==> src/rtl/mux_pkg.sv <==
// ---------------------------------------------------------------------------
// mux_pkg
// Shared constants for the N-to-1 registered multiplexer family.
//   MODE_FIXED / MODE_RR : values of the Mode input
//   DATA_W               : default CPU datapath word width
// ---------------------------------------------------------------------------
package mux_pkg;

    localparam logic MODE_FIXED = 1'b0;
    localparam logic MODE_RR    = 1'b1;
    localparam int   DATA_W     = 16;

endpackage : mux_pkg

==> src/rtl/mux_rr_arbiter.sv <==
// ---------------------------------------------------------------------------
// mux_rr_arbiter
// Rotating-priority arbiter. The search for a valid channel starts at ptr
// and wraps around; after a granted transfer ptr moves just past the winner.
// Ports:
//   clk       in   clock, rising edge
//   rst_n     in   asynchronous active-low reset (ptr -> 0)
//   valid     in   N per-channel request
//   advance   in   a transfer to the granted channel happens this cycle
//   grant     out  SW index of the first valid channel from ptr
//   any_valid out  at least one channel is requesting
// ---------------------------------------------------------------------------
module mux_rr_arbiter
    import mux_pkg::*;
#(
    parameter  int N  = 4,
    localparam int SW = (N > 1) ? $clog2(N) : 1
) (
    input  logic          clk,
    input  logic          rst_n,
    input  logic [N-1:0]  valid,
    input  logic          advance,
    output logic [SW-1:0] grant,
    output logic          any_valid
);

    logic [SW-1:0] ptr;

    always_comb begin
        int idx;
        idx       = 0;
        grant     = '0;
        any_valid = 1'b0;
        for (int k = 0; k < N; k++) begin
            idx = (int'(ptr) + k) % N;
            if (!any_valid && valid[idx]) begin
                any_valid = 1'b1;
                grant     = SW'(idx);
            end
        end
    end

    always_ff @(posedge clk or negedge rst_n) begin
        if (!rst_n) begin
            ptr <= '0;
        end else if (advance) begin
            // ptr = (grant + 1) mod N, written so non-power-of-two N wraps
            ptr <= (int'(grant) == N - 1) ? '0 : grant + SW'(1);
        end
    end

endmodule : mux_rr_arbiter

==> src/rtl/mux_nn1_reg.sv <==
// ---------------------------------------------------------------------------
// mux_nn1_reg
// N-to-1 registered multiplexer with valid/ready handshaking on every input
// channel and on the output. One output register; loads whenever it is empty
// or being drained, so full throughput is kept with no bubble.
// Optional feature macro: MUX_RR_EN builds the round-robin arbiter and makes
// the Mode input select between fixed (S) and round-robin granting. Without
// it, Mode is ignored and the grant is always S.
// Ports:
//   Clock      in   clock, rising edge
//   Resetn     in   asynchronous active-low reset
//   Hyrje      in   N*WIDTH channel data, channel i at [i*WIDTH +: WIDTH]
//   Valid_in   in   N per-channel valid
//   Ready_in   out  N per-channel accept (at most one bit set)
//   S          in   SW fixed-mode channel select
//   Mode       in   0 fixed select, 1 round-robin (MUX_RR_EN only)
//   Dalja      out  WIDTH registered output word
//   Kanali     out  SW index of the channel that produced Dalja
//   Valid_out  out  output register holds data
//   Ready_out  in   consumer accepts Dalja
// ---------------------------------------------------------------------------
module mux_nn1_reg
    import mux_pkg::*;
#(
    parameter  int WIDTH = DATA_W,
    parameter  int N     = 4,
    localparam int SW    = (N > 1) ? $clog2(N) : 1
) (
    input  logic             Clock,
    input  logic             Resetn,
    input  logic [N*WIDTH-1:0] Hyrje,
    input  logic [N-1:0]     Valid_in,
    output logic [N-1:0]     Ready_in,
    input  logic [SW-1:0]    S,
    input  logic             Mode,
    output logic [WIDTH-1:0] Dalja,
    output logic [SW-1:0]    Kanali,
    output logic             Valid_out,
    input  logic             Ready_out
);

    logic          load_ok;
    logic          gnt_ok;
    logic [SW-1:0] gnt;
    logic          sel_valid;
    logic          xfer;
    logic signed [WIDTH-1:0] sel_data;

    logic signed [WIDTH-1:0] dalja_p1;
    logic [SW-1:0]           kanali_p1;
    logic                    vld_p1;

    assign load_ok = !vld_p1 | Ready_out;

`ifdef MUX_RR_EN
    logic [SW-1:0] rr_grant;
    logic          rr_any;
    logic          rr_mode;

    assign rr_mode = (Mode == MODE_RR);

    mux_rr_arbiter #(.N(N)) u_arb (
        .clk       (Clock),
        .rst_n     (Resetn),
        .valid     (Valid_in),
        .advance   (xfer & rr_mode),
        .grant     (rr_grant),
        .any_valid (rr_any)
    );

    always_comb begin
        if (rr_mode) begin
            gnt    = rr_grant;
            gnt_ok = rr_any;
        end else begin
            gnt    = S;
            gnt_ok = (int'(S) < N);
        end
    end
`else
    logic unused_mode;
    assign unused_mode = Mode;
    assign gnt         = S;
    assign gnt_ok      = (int'(S) < N);
`endif

    // Decode the grant: select data/valid and raise the one matching Ready_in.
    // An out-of-range select matches no channel, so nothing is accepted.
    always_comb begin
        sel_valid = 1'b0;
        sel_data  = '0;
        Ready_in  = '0;
        for (int i = 0; i < N; i++) begin
            if (gnt == SW'(i)) begin
                sel_valid   = Valid_in[i];
                sel_data    = Hyrje[i*WIDTH +: WIDTH];
                Ready_in[i] = load_ok & gnt_ok;
            end
        end
    end

    assign xfer = gnt_ok & load_ok & sel_valid;

    // ---- stage p1: output register ----
    always_ff @(posedge Clock or negedge Resetn) begin
        if (!Resetn) begin
            vld_p1    <= 1'b0;
            dalja_p1  <= '0;
            kanali_p1 <= '0;
        end else if (xfer) begin
            vld_p1    <= 1'b1;
            dalja_p1  <= sel_data;
            kanali_p1 <= gnt;
        end else if (Ready_out) begin
            vld_p1    <= 1'b0;
        end
    end

    assign Dalja     = dalja_p1;
    assign Kanali    = kanali_p1;
    assign Valid_out = vld_p1;

endmodule : mux_nn1_reg
==> config.mk <==
export PLATFORM = sky130hd
export DESIGN_NAME = mux_nn1_reg
export DESIGN_NICKNAME = d
export VERILOG_FILES = /design/src/rtl/mux_pkg.sv /design/src/rtl/mux_rr_arbiter.sv /design/src/rtl/mux_nn1_reg.sv
export SDC_FILE = /design/constraint.sdc
export NUM_CORES = 1
export LEC_CHECK = 0
export BUFFER_PORTS_ARGS = -buffer_cell sky130_fd_sc_hd__buf_2
export CORE_MARGIN = 1.5
export CORE_UTILIZATION = 41
export CTS_BUF_LIST = sky130_fd_sc_hd__clkbuf_4
export DETAILED_ROUTE_END_ITERATION = 6
export PLACE_DENSITY = 0.83
export SKIP_CTS_REPAIR_TIMING = 1
export SYNTH_ARGS = -nofsm -noshare
export SYNTH_HDL_FRONTEND = slang
export SYNTH_SLANG_ARGS = --single-unit
==> constraint.sdc <==
create_clock -name Clock -period 2.3 [get_ports Clock]
set_clock_uncertainty 0.15 [all_clocks]
set_input_delay 0.23 -clock Clock [delete_from_list [all_inputs] [get_ports Clock]]
set_output_delay 0.23 -clock Clock [all_outputs]
set_load 0.05 [all_outputs]
==> impl_metrics.toml <==
[timing]
finalSetupViolations = 0
hold_violations = 0
whs_ns = 0.1327
maxSlewHeadroom_pct = 71.98
tightest_slew_ns = 0.4203
period_needed_ns = 1.857
grt_setup_unrepaired = "no"
timing.fmax_mhz = 538.5
finalCritPeriodShare_pct = 80.74
maxSlewViolCount = 0
tns_ns = 0

[yosys]
synth-main-ff-cell = "dfrtp_1"
ys.warnings.count = 0
synth-seq-cells = 19
netlist_instances = 75
synth_edf_count = 0
ys_seq_area_share_pct = 38.15
async_flop_share_pct = 100.0
synthTopCellsByArea = "dfrtp_1 (38%), mux4_2 (20%), mux2_4 (12%), mux4_1 (11%), mux2_2 (6.3%)"
synth_top_area_share_pct = 38.15
synth_area_um2 = 1246
syn-num-nets = 149
yosys.area.top_type = "dfrtp_1"
yosysUniqueCellTypes = 23
avgSynthCellArea_um2 = 16.62

[worst_hold_path]
worstHoldPathCells = 3
min_from = "Ready_out"
hold_path_end = "Valid_out"
hold_class = "input pin to flip-flop"

[setup_path]
slowest_stage = "dfrtp_1"
crit_type = "flip-flop to flip-flop"
crit_chain = "nor2b_1 -> nor3_2 -> o21ba_1 -> buf_4 -> mux2_2"
arrival_ns = 1.89
worst_path_largest_cell_delay_ns = 0.37
required_ns = 2.33
r2r_end = "Dalja[1]"
critPathCaptureType = "flip-flop"
critPathLaunchType = "flip-flop"
rrSetupSlack_ns = 0.44
r2r_start = "Valid_out"
crit_path_max_fanout = 9
r2r_cells = 5

[placement]
globalplace.congestion = 0.7195
placed_area_um2 = 1748
dpl.cell_count = 199
portBuffers = 95
hpwl_um = 2694

[global_route]
grt.total_usage_pct = 19.65
grt_max_degree = 20
overflow = 0
grt_pass1_wl_um = 5064
antenna_found_initial = 0
grt_pass1_vias = 1160

[finish]
nets = 248
final_area_um2 = 1788
stdcell_count = 204
final_core_util_pct = 63.20
drive_gt1_share_pct = 77.46
diodes = 0
areaGrowthSynthToFinish_pct = 43.47

[route]
drc_errors = 8
num_vias = 1075
drt-initial-drc-count = 60
wl_per_cell_um = 16.00
via_per_inst = 5.270
wl_um = 3265
dr.pass1.iters = 7
antenna_left = 0

[floorplan]
placementRows = 19
die_area_um2 = 3379
ios = 97
dieHeight_um = 58.13
core_um2 = 2829
initial_utilization_pct = 44.05
die_w_um = 58.13

[pwr]
switchingPower_uw = 604.3
peakVddDrop_v = 0.0002339
p_int_uw = 757.5
combPwrFrac_pct = 52.6
p_leak_nw = 0.9406
clockPowerShare_pct = 13.3
pwr_density_cell_nw_per_um2 = 761.7
seq_power_share_pct = 34.1
switching_share_pct = 44.37

[outcome]
violations = "DRC"
status = "finished, violations left"

[clock_network]
cts_buffers = 3
path_clk_slew_ns = 0.11
clock-root-buffer = "clkbuf_4"
clock_path_buffers = 2
cts_tree = "yes"
htreeDepth = 1
cts_sinks = 19
insertion_delay_ns = 0.30

[flow_run]
drv_cap = 0
==> worst max-delay path by stage <==
stage / start / end / slack [ns] / cells past startpoint
after floorplan: Valid_out / Ready_in[0] / 0.05 / 2
after global placement: Valid_out / Kanali[0] / 0.50 / 5
after detailed placement: Valid_out / Dalja[1] / 0.45 / 5
after CTS: Valid_out / Dalja[1] / 0.43 / 5
after global routing: Valid_out / Dalja[1] / 0.30 / 5
final: Valid_out / Dalja[1] / 0.44 / 5
==> per-stage QoR <==
stage / setup slack [ns] / power, mW
after floorplan: 0.05254 / 0.9964
after global placement: 0.5036 / 1.165
after detailed placement: 0.4501 / 1.188
after CTS: 0.4298 / 1.370
after global routing: 0.3009 / 1.427
final: 0.4429 / 1.362
==> critical path: cells and delay by family, from the launching register on <==
kind	cells	cell delay, ns
buffers and inverters	1	0.20
multiplexers	1	0.35
flip-flops	1	0.37
AND/OR/NAND/NOR	2	0.42
AO/OA/AOI/OAI	1	0.25
==> power by group through the flow <==
stage	Clock (mW)	Sequential, mW	Combinational [mW]
5_1_grt	0.203	0.474	0.750
4_1_cts	0.187	0.463	0.720
2_1_floorplan	0	0.772	0.224
3_5_place_dp	0	0.470	0.718
3_3_place_gp	0	0.463	0.702
6_report	0.181	0.465	0.716
==> flip-flops by register name, indices dropped and copies added, names as in the netlist <==
name	cells
Dalja	16
Kanali	2
Valid_out	1
==> layout make-up <==
cell class              instances  area [um2]
clock buffers                   4       30.03
fillers                       237        1041
multi-input cells              48       716.9
inverters                       1       3.754
repair buffers                101       523.0
well taps                      31       38.79
flip-flops and latches         19       475.5
==> routing by layer <==
layer / vias to the layer above / track usage, % / share of wire [%] / wire length [um]
met1: 528 / 22.62 / 38 / 1226
met4: 0 / 4.983 / 0.46 / 15
met5: - / 0 / 0 / 0
li1: 495 / - / - / -
met3: 2 / 3.125 / 7.1 / 231
met2: 50 / 37.50 / 55 / 1791
==> kinds of logic (layout without fill, tap and decap cells) <==
kind of cell | after synthesis | after routing | share of synthesized area [%]
AND/OR/NAND/NOR | 10 | 10 | 4.820
multiplexers | 35 | 35 | 50.40
AO/OA/AOI/OAI | 3 | 3 | 1.908
flip-flops | 19 | 19 | 38.15
buffers and inverters | 8 | 106 | 4.718
==> cells in the mapped netlist (2+ instances only) <==
library cell and n:
mux2_2 7, mux2i_1 2, clkbuf_1 2, buf_6 2, mux2_4 10, buf_2 2, dfrtp_1 19, nand2_1 2
mux4_1 5, mux4_2 11
==> cells in the final DEF (no fill, tap or decap) <==
cell | Yosys | final
buf_2 | 2 | 95
dfrtp_1 | 19 | 19
mux4_2 | 11 | 11
mux2_4 | 10 | 10
mux2_2 | 7 | 7
mux4_1 | 5 | 5
buf_4 | 0 | 5
clkbuf_4 | 0 | 4
nand2_1 | 2 | 2
mux2i_1 | 2 | 2
nand2b_1 | 1 | 1
and3_1 | 1 | 1
nor2_1 | 1 | 1
nor2b_1 | 1 | 1
nor3b_2 | 0 | 1
nor3_1 | 1 | 1
nor3_2 | 1 | 1
o21ba_1 | 1 | 1
inv_1 | 1 | 1
o22ai_1 | 1 | 1
or2b_1 | 1 | 1
a21o_1 | 1 | 1
dlygate4sd3_1 | 0 | 1
Power figures use the tool's default switching activity.
